<file path="src/rtl/game_pkg.sv">
// game_pkg: mode encodings, button indices and sizing helper shared by the
// game-mode controller, its interface and the bench.
package game_pkg;
    typedef enum logic [2:0] {
        MODE_MENU  = 3'd0,
        MODE_PLAY  = 3'd1,
        MODE_PAUSE = 3'd2,
        MODE_LOSE  = 3'd3,
        MODE_WIN   = 3'd4
    } mode_t;

    localparam int BTN_CONFIRM = 0;
    localparam int BTN_PREV    = 1;
    localparam int BTN_NEXT    = 2;
    localparam int BTN_PAUSE   = 3;

    // game_id width: clog2 of the game count, never narrower than one bit
    function automatic int gid_w(input int n);
        return (n > 1) ? $clog2(n) : 1;
    endfunction
endpackage

</file>
<file path="src/rtl/game_mode_ctrl_if.sv">
// game_mode_ctrl_if: board-pin and renderer-facing signals of the game-mode controller.
interface game_mode_ctrl_if #(
    parameter int NUM_BTN   = 5,
    parameter int NUM_GAMES = 3
);
    import game_pkg::*;
    localparam int GW = gid_w(NUM_GAMES);
    logic [NUM_BTN-1:0] btn_n;
    logic               lose;
    logic               win;
    logic [NUM_BTN-1:0] btn_level;
    logic [NUM_BTN-1:0] btn_press;
    mode_t              mode;
    logic [GW-1:0]      game_id;
    logic               game_start;
    modport master (
        output btn_n, lose, win,
        input  btn_level, btn_press, mode, game_id, game_start
    );
    modport slave (
        input  btn_n, lose, win,
        output btn_level, btn_press, mode, game_id, game_start
    );
endinterface

</file>
<file path="src/rtl/btn_debounce.sv">
// btn_debounce: synchroniser, stable-count debounce and press pulse for one
// active-low button; a button held through reset stays ignored until released.
module btn_debounce #(
    parameter int SYNC_STAGES     = 2,
    parameter int DEBOUNCE_CYCLES = 250000
) (
    input  logic clk,
    input  logic rst,
    input  logic i_btn_n,
    output logic o_level,
    output logic o_press
);
    localparam int CW = $clog2(DEBOUNCE_CYCLES + 1);
    localparam logic [CW-1:0] LAST = CW'(DEBOUNCE_CYCLES - 1);

    logic [SYNC_STAGES-1:0] r_sync;
    logic [SYNC_STAGES-1:0] r_fill;
    logic                   r_armed;
    logic                   r_stable;
    logic                   r_press;
    logic [CW-1:0]          r_cnt;
    logic                   w_in;
    logic                   w_flip;

    // until a real released sample has crossed the synchroniser, the pin reads as released
    assign w_in   = r_armed ? r_sync[SYNC_STAGES-1] : 1'b1;
    assign w_flip = (w_in != r_stable) && (r_cnt == LAST);

    always_ff @(posedge clk or posedge rst) begin
        if (rst) begin
            r_sync   <= '1;
            r_fill   <= '0;
            r_armed  <= 1'b0;
            r_stable <= 1'b1;
            r_cnt    <= '0;
            r_press  <= 1'b0;
        end else begin
            r_sync   <= {r_sync[SYNC_STAGES-2:0], i_btn_n};
            r_fill   <= {r_fill[SYNC_STAGES-2:0], 1'b1};
            r_armed  <= r_armed | (r_fill[SYNC_STAGES-1] & r_sync[SYNC_STAGES-1]);
            r_cnt    <= (w_in == r_stable || w_flip) ? '0 : r_cnt + 1'b1;
            r_stable <= w_flip ? w_in : r_stable;
            r_press  <= w_flip & ~w_in;
        end
    end

    assign o_level = ~r_stable;
    assign o_press = r_press;
endmodule

</file>
<file path="src/rtl/game_mode_ctrl.sv">
// game_mode_ctrl: conditions the board buttons and runs the menu/play/pause/
// lose/win mode machine with optional auto-return from the game-over screens.
module game_mode_ctrl
    import game_pkg::*;
#(
    parameter int NUM_BTN         = 5,
    parameter int SYNC_STAGES     = 2,
    parameter int DEBOUNCE_CYCLES = 250000,
    parameter int NUM_GAMES       = 3,
    parameter int OVER_TIMEOUT    = 0
) (
    input  logic             clk,
    input  logic             rst,
    game_mode_ctrl_if.slave  bus
);
    localparam int GW = gid_w(NUM_GAMES);
    localparam logic [GW-1:0] GMAX = GW'(NUM_GAMES - 1);
    localparam int TW = $clog2(OVER_TIMEOUT + 1) + 1;
    localparam logic [TW-1:0] TLAST = TW'((OVER_TIMEOUT > 0) ? OVER_TIMEOUT - 1 : 0);

    logic [NUM_BTN-1:0] w_level;
    logic [NUM_BTN-1:0] w_press;
    mode_t              r_mode;
    mode_t              w_mode;
    logic [GW-1:0]      r_game;
    logic [GW-1:0]      w_game;
    logic               r_start;
    logic               w_start;
    logic [TW-1:0]      r_timer;
    logic [TW-1:0]      w_timer;
    logic               w_confirm;
    logic               w_prev;
    logic               w_next;
    logic               w_pause;
    logic               w_expired;

    genvar i;
    generate
        for (i = 0; i < NUM_BTN; i++) begin : g_btn
            btn_debounce #(
                .SYNC_STAGES     (SYNC_STAGES),
                .DEBOUNCE_CYCLES (DEBOUNCE_CYCLES)
            ) u_db (
                .clk     (clk),
                .rst     (rst),
                .i_btn_n (bus.btn_n[i]),
                .o_level (w_level[i]),
                .o_press (w_press[i])
            );
        end
    endgenerate

    assign w_confirm = w_press[BTN_CONFIRM];
    assign w_prev    = w_press[BTN_PREV];
    assign w_next    = w_press[BTN_NEXT];
    assign w_pause   = w_press[BTN_PAUSE];
    assign w_expired = (OVER_TIMEOUT > 0) && (r_timer == TLAST);

    // r_game is the cursor in MENU and the latched selection elsewhere, so
    // returning to MENU naturally resumes from the last game played
    always_comb begin
        w_mode  = r_mode;
        w_game  = r_game;
        w_start = 1'b0;
        w_timer = '0;
        case (r_mode)
            MODE_MENU: begin
                if (w_confirm) begin
                    w_mode  = MODE_PLAY;
                    w_start = 1'b1;
                end else if (w_prev) begin
                    w_game = (r_game == '0) ? GMAX : r_game - 1'b1;
                end else if (w_next) begin
                    w_game = (r_game == GMAX) ? '0 : r_game + 1'b1;
                end
            end
            MODE_PLAY:  w_mode = bus.lose ? MODE_LOSE : bus.win ? MODE_WIN : w_pause ? MODE_PAUSE : MODE_PLAY;
            MODE_PAUSE: w_mode = w_confirm ? MODE_MENU : w_pause ? MODE_PLAY : MODE_PAUSE;
            MODE_LOSE, MODE_WIN: begin
                w_timer = r_timer + 1'b1;
                w_mode  = (w_confirm || w_expired) ? MODE_MENU : r_mode;
            end
            default:    w_mode = MODE_MENU;
        endcase
    end

    always_ff @(posedge clk or posedge rst) begin
        if (rst) begin
            r_mode  <= MODE_MENU;
            r_game  <= '0;
            r_start <= 1'b0;
            r_timer <= '0;
        end else begin
            r_mode  <= w_mode;
            r_game  <= w_game;
            r_start <= w_start;
            r_timer <= w_timer;
        end
    end

    assign bus.btn_level  = w_level;
    assign bus.btn_press  = w_press;
    assign bus.mode       = r_mode;
    assign bus.game_id    = r_game;
    assign bus.game_start = r_start;
endmodule

</file>
<file path="src/flat_wrapper.sv">
// flat-port wrapper written by rule: the top's interface ports become plain ports
module game_mode_ctrl_flat import game_pkg::*;
#(
    parameter int NUM_BTN         = 5,
    parameter int SYNC_STAGES     = 2,
    parameter int DEBOUNCE_CYCLES = 250000,
    parameter int NUM_GAMES       = 3,
    parameter int OVER_TIMEOUT    = 0
)
  (clk, rst, bus_btn_n, bus_lose, bus_win, bus_btn_level, bus_btn_press, bus_mode, bus_game_id, bus_game_start);
  game_mode_ctrl_if #(.NUM_BTN(NUM_BTN), .NUM_GAMES(NUM_GAMES)) bus_i ();
  input  logic clk;
  input  logic rst;
  input wire logic [$bits(bus_i.btn_n)-1:0] bus_btn_n;
  input wire logic [$bits(bus_i.lose)-1:0] bus_lose;
  input wire logic [$bits(bus_i.win)-1:0] bus_win;
  output wire logic [$bits(bus_i.btn_level)-1:0] bus_btn_level;
  output wire logic [$bits(bus_i.btn_press)-1:0] bus_btn_press;
  output wire logic [$bits(bus_i.mode)-1:0] bus_mode;
  output wire logic [$bits(bus_i.game_id)-1:0] bus_game_id;
  output wire logic [$bits(bus_i.game_start)-1:0] bus_game_start;
  assign bus_i.btn_n = bus_btn_n;
  assign bus_i.lose = bus_lose;
  assign bus_i.win = bus_win;
  assign bus_btn_level = bus_i.btn_level;
  assign bus_btn_press = bus_i.btn_press;
  assign bus_mode = bus_i.mode;
  assign bus_game_id = bus_i.game_id;
  assign bus_game_start = bus_i.game_start;
  game_mode_ctrl #(.NUM_BTN(NUM_BTN), .SYNC_STAGES(SYNC_STAGES), .DEBOUNCE_CYCLES(DEBOUNCE_CYCLES), .NUM_GAMES(NUM_GAMES), .OVER_TIMEOUT(OVER_TIMEOUT)) u_core (.clk(clk), .rst(rst), .bus(bus_i));
endmodule
</file>
<file path="config.mk">
export PLATFORM = sky130hd
export DESIGN_NAME = game_mode_ctrl_flat
export DESIGN_NICKNAME = d
export VERILOG_FILES = /design/src/rtl/game_pkg.sv /design/src/rtl/game_mode_ctrl_if.sv /design/src/rtl/btn_debounce.sv /design/src/rtl/game_mode_ctrl.sv /design/src/flat_wrapper.sv
export SDC_FILE = /design/constraint.sdc
export NUM_CORES = 1
export LEC_CHECK = 0
export ABC_AREA = 0
export ABC_CLOCK_PERIOD_IN_PS = 4240
export CORE_MARGIN = 3
export CORE_UTILIZATION = 45
export DETAILED_ROUTE_END_ITERATION = 7
export SETUP_SLACK_MARGIN = 0.05
export SLEW_MARGIN = 30
export SYNTH_ARGS = -nofsm -noshare
export SYNTH_HDL_FRONTEND = slang
export SYNTH_SLANG_ARGS = --single-unit
export TNS_END_PERCENT = 100
</file>
<file path="constraint.sdc">
create_clock -name clk -period 4.24 [get_ports clk]
set_clock_uncertainty 0.1 [all_clocks]
set_input_delay 1.06 -clock clk [delete_from_list [all_inputs] [get_ports clk]]
set_output_delay 1.06 -clock clk [all_outputs]
set_load 0.005 [all_outputs]
</file>
=== Word level (Yosys, flattened, before mapping) ===
Index checks and enable logic that the tools add are counted.

* Register bits after elaboration: 131
* Output and inout port bits: 16

* Bitwise operators: 26
* Multiplexer cells: 24
* Reduce and logical (&&, ||, !) cells: 16
* Add/subtract/negate cells: 7
* Equality and inequality tests: 22

{| class="wikitable"
|+ Operators with widths
! kind !! number
|-
| $add 18x1->18 const B || 5
|-
| $eq 18x18->1 const B || 5
|-
| $mux 18 || 5
|-
| $mux 3 || 5
|-
| $mux 2 || 6
|-
| $pmux 3 s4 || 1
|-
| $not 1->1 || 11
|-
| $and 1x1->1 || 10
|-
| $mux 1 || 7
|-
| $eq 3x2->1 const B || 2
|-
| $eq 1x1->1 || 5
|-
| $logic_and 1x1->1 || 5
|-
| $logic_or 1x1->1 || 5
|-
| $ne 1x1->1 || 5
|-
| $or 1x1->1 || 5
|-
| $ne 2x2->1 const B || 2
|-
| $eq 3x1->1 const B || 1
|-
| $eq 3x3->1 const B || 1
|-
| $logic_not 3->1 || 1
|-
| $reduce_and 3->1 || 1
|-
| $add 2x1->2 const B || 1
|-
| $eq 2x2->1 const B || 1
|-
| $logic_not 2->1 || 1
|-
| $reduce_and 2->1 || 1
|-
| other kinds (3) || 3
|}

=== Logic depth before layout (Yosys ltp) ===
* Depth in word-level cells: 5
* Gate-level depth with buffers: 6

=== Hierarchy ===
Synthesis repeated with hierarchy kept, for this count alone.

* Cell total of the unflattened synthesis: 587
* Area, all modules: 6155.9 µm²

{| class="wikitable"
|+ By module, submodules not included
! module !! area an instance (µm²) !! cells each !! times used !! seq. area each (µm²)
|-
| btn_debounce (u_core.g_btn[0].u_db ...) || 1147.4 || 110 || 4 || 629.4
|-
| btn_debounce (u_core.g_btn[2].u_db) || 1179.9 || 108 || 1 || 629.4
|-
| game_mode_ctrl || 386.6 || 39 || 1 || 150.1
|}

=== Least setup slack after synthesis ===
No wires, ideal clock.

* Kind: register -> register
* Start point: register u_core.g_btn[1].u_db.r_cnt[10]
* End point: register u_core.g_btn[1].u_db.r_cnt[10]
* Arrival: 1674 ps
* Cell stages (with the launch flop): 6
* Setup time: 119 ps
* Slack: 2348 ps
* Cells stage by stage: dfrtp_1 -> nor4_1 -> nand4_1 -> o41ai_4 -> buf_4 -> nor2_1

* Cells in the longest elaborated chain, start to end: 4

{| class="wikitable"
|+ RTL lines
! element !! line !! source
|-
| from (decl) || btn_debounce.sv:21 || <nowiki>logic [CW-1:0] r_cnt;</nowiki>
|-
| from (signal assigned) || btn_debounce.sv:41 || <nowiki>r_cnt <= (w_in == r_stable || w_flip) ? '0 : r_cnt + 1'b1;</nowiki>
|-
| parallel branches: the longest is 3 deep, another holds $add 18x1->18 || n/a ||
|-
| $mux 18 * || btn_debounce.sv:41 ||
|}

Mark *: on every way between the ends.
A chain may end at the register's enable or synchronous reset.

=== Final worst setup path ===
* Start point: register u_core.g_btn[2].u_db.r_stable
* End point: output bus_btn_level[2]

* Cells in the longest elaborated chain, start to end: 1

{| class="wikitable"
|+ RTL lines
! element !! line !! source
|-
| from (decl) || btn_debounce.sv:19 || <nowiki>logic r_stable;</nowiki>
|-
| from (signal assigned) || btn_debounce.sv:42 || <nowiki>r_stable <= w_flip ? w_in : r_stable;</nowiki>
|-
| $not 1->1 || btn_debounce.sv:47 || <nowiki>assign o_level = ~r_stable;</nowiki>
|-
| to (decl) || flat_wrapper.sv:17 || <nowiki>output wire logic [$bits(bus_i.btn_level)-1:0] bus_btn_level;</nowiki>
|}

No other way between the ends.

==> impl_metrics.toml <==
[route]
wl_per_cell_um = 14.0
via_per_inst = 5.27
dr.pass1.iters = 4
totalWireLength_um = 11100
drt-initial-drc-count = 243
via_count = 4164
drcViolationCount = 0
ant_nets = 0

[floorplan]
core-area_um2 = 12800
start_util = 0.465
die_x_um = 121
design.die.area_um2 = 14600
die_h_um = 121
ioPinCount = 25
rows = 41

[yosys]
synth_top_cells_by_area = "dfrtp_1, xnor2_1, dfstp_2"
synth_area_um2 = 5940
yosys.area_share.simple = 0.254
ys_async_sr_fraction = 1.00
ys_seq_area_frac = 0.521
synth_top_family_by_area = "simple AND/OR/NAND/NOR gates"
synthDistinctLibCells = 37
synth_edf_count = 0
yosysWarnings = 0
synth_compound_area_frac = 0.0531
synth_largest_area_cell = "dfrtp_1"
synth_xor_area_frac = 0.111
netlist_instances = 571
synth_mux_area_frac = 0.0118
synthAdderAreaFrac = 0.0168
syn-num-nets = 588
ys.flop_type = "dfrtp_1"
synth_top_area_share = 0.455
synth_area_per_cell_um2 = 10.4
synth_seq_cells = 123

[pwr]
p_per_area_nw_per_um2 = 407
power.leakage_nw = 2.80
peakVddDrop_mv = 0.387

[setup_path]
path_class = "flop to primary output"
critical_path.max_fanout = 3
cp-start-kind = "flop"
path_cells = "inv_1, clkdlybuf4s50_1"
critPathArrivalTime_ps = 1470
critPathMaxStageDelay_ps = 550
critPathRequiredTime_ps = 3080
crit_slowest_cell = "dfstp_2"
end_kind = "primary output"

[layout]
n_fill_cell = 1094
fin_cells = 790
multi_input_area_um2 = 2660
antennaDiodeCount = 0
drive_gt1_frac = 0.104
syn_to_final_growth_pct = 17.2
nets = 622
final-seq-area_um2 = 3100

[sta]
setup-tns-final_ps = 0
period_minus_slack_ps = 2630
worstMarginPinSlew_ps = 766
slew_violations = 0
finalCritPeriodShare = 0.621
relSlewSlack = 0.482
fmax_mhz = 380
finalSetupViolations = 0
final_hold_viol_count = 0
rsz0062_at_grt = "no"

[clock_tree]
cts_setup_buffers = 0
hold_buffers = 0
cts_resized = 0
cts_tree = "built"
cts.sinks = 123
cts_buffers = 17
clk_pin_slew_ps = 50
cts.htree.levels = 4
cts_max_path_buffers = 2
cts_root_buf = "clkbuf_16"
insertion_delay_ps = 410

[grt]
grt_pass1_wl_um = 19300
grt_overflow_total = 0
grt_pass1_vias = 4072
grt_usage = 0.166
antenna_found_initial = 0
grt_max_degree = 55

[min_path]
min_path_type = "flop to flop"

[placed_design]
port_buffers = 24
place_hpwl_um = 7500
gp_congestion = 0.814
dp_cells = 754

[job]
cap_violations = 0

[status]
status = "finished, final reports clean"
## registers in the layout, summed over array words and instances (netlist names)
| name | flops |
|---|---|
| u_core.g_btn.u_db.r_cnt | 90 |
| u_core.g_btn.u_db.r_sync | 10 |
| u_core.g_btn.u_db.o_press | 5 |
| u_core.g_btn.u_db.r_armed | 5 |
| u_core.g_btn.u_db.r_stable | 5 |
| u_core.bus.mode | 3 |
| u_core.bus.game_id | 2 |
| u_core.g_btn.u_db.r_fill | 2 |
| u_core.bus.game_start | 1 |
## cells by family (layout without fill, tap and decap cells)
logic type               Yosys count  after routing
other                              1              1
multiplexers                       7              7
XOR/XNOR                          75             75
buffers and inverters             38             85
flip-flops                       123            123
adder cells (fa/ha/maj)            8              8
AO/OA/AOI/OAI                     39             39
AND/OR/NAND/NOR                  280            280
## cell usage after synthesis, drive strengths merged (10+ instances only)
library cell    n
nor2           98
dfrtp         108
xnor2          54
a21oi          16
buf            14
inv            23
dfstp          15
nor4           29
and4           10
nand2          30
xor2           21
nand4          29
nor3           15
nand3          32
## cells in the final DEF (no fill, tap or decap), drive strengths merged
master and instances:
nor2 98, clkinvlp 1, o21ba 1, or4b 4
or4 4, mux2i 7, a21o 5, clkbuf 25
dfstp 15, or3 6, nor4b 4, nand4b 2
nor4 29, xor2 21, clkinv 4, xnor2 54
nor2b 8, o21ai 8, buf 6, and4 10
and3 7, a21oi 16, nand4 29, ha 8
bufinv 3, nor3 15, o41ai 4, o31ai 4
inv 22, dfrtp 108, nand3 32, clkdlybuf4s50 24
a211oi 1, nand3b 2, conb 1, nand2 30
## per-layer routing
metal / track usage / wire [µm]
met1: 0.219 / 5240
met2: 0.260 / 5390
met3: 0.0583 / 353
met4: 0.0510 / 78
met5: 0 / 0
## stage by stage
stage                     cell area (µm²)  hold slack (ps)  total power, mW   util  setup slack [ps]
after global placement               6320              232             1.38  0.495              1600
after global routing                 6970              257             2.95  0.545              1560
after CTS                            6940              252             2.87  0.543              1590
final                                6970              246             2.84  0.545              1610
after floorplan                      5950              231             1.33      -              1580
after detailed placement             6330              237             1.39  0.495              1560
## worst max-delay path: cells and delay by family (launching register included)
kind | cells | cell delay, ps
flops | 1 | 550
buf+inv | 2 | 520
## final cells by class
class,count,area share
inverters,23,0.0129
clock buffers,25,0.0711
clock inverters,7,0.0163
repair buffers,30,0.0428
multi-input cells,410,0.381
flip-flops and latches,123,0.445
well taps,172,0.0309
## report_power, final
group / total [mW] / internal, mW / switching (mW)
logic: 0.127 / 0.0546 / 0.0724
registers: 1.24 / 1.21 / 0.0327
clock network: 1.47 / 0.984 / 0.487
## path summary, 6_finish.rpt
kind / slack (ps) / to / start / depth (start not counted)
setup / recovery: 1610 / bus_btn_level[2] / u_core.g_btn[2].u_db.r_stable$_DFFE_PP1P_ / 2
hold / removal: 250 / u_core.g_btn[0].u_db.r_fill[1]$_DFF_PP0_ / u_core.g_btn[0].u_db.r_fill[0]$_DFF_PP0_ / 0
max in group asynchronous: 2070 / u_core.g_btn[0].u_db.r_stable$_DFFE_PP1P_ / rst / 3
hold reg to reg: 250 / u_core.g_btn[0].u_db.r_fill[1]$_DFF_PP0_ / u_core.g_btn[0].u_db.r_fill[0]$_DFF_PP0_ / 0
setup reg to reg: 2080 / u_core.g_btn[1].u_db.r_cnt[8]$_DFF_PP0_ / u_core.g_btn[1].u_db.r_cnt[10]$_DFF_PP0_ / 5
min in group asynchronous: 1020 / u_core.g_btn[4].u_db.r_cnt[12]$_DFF_PP0_ / rst / 2
Note: power is estimated with default switching activity, not from simulation.
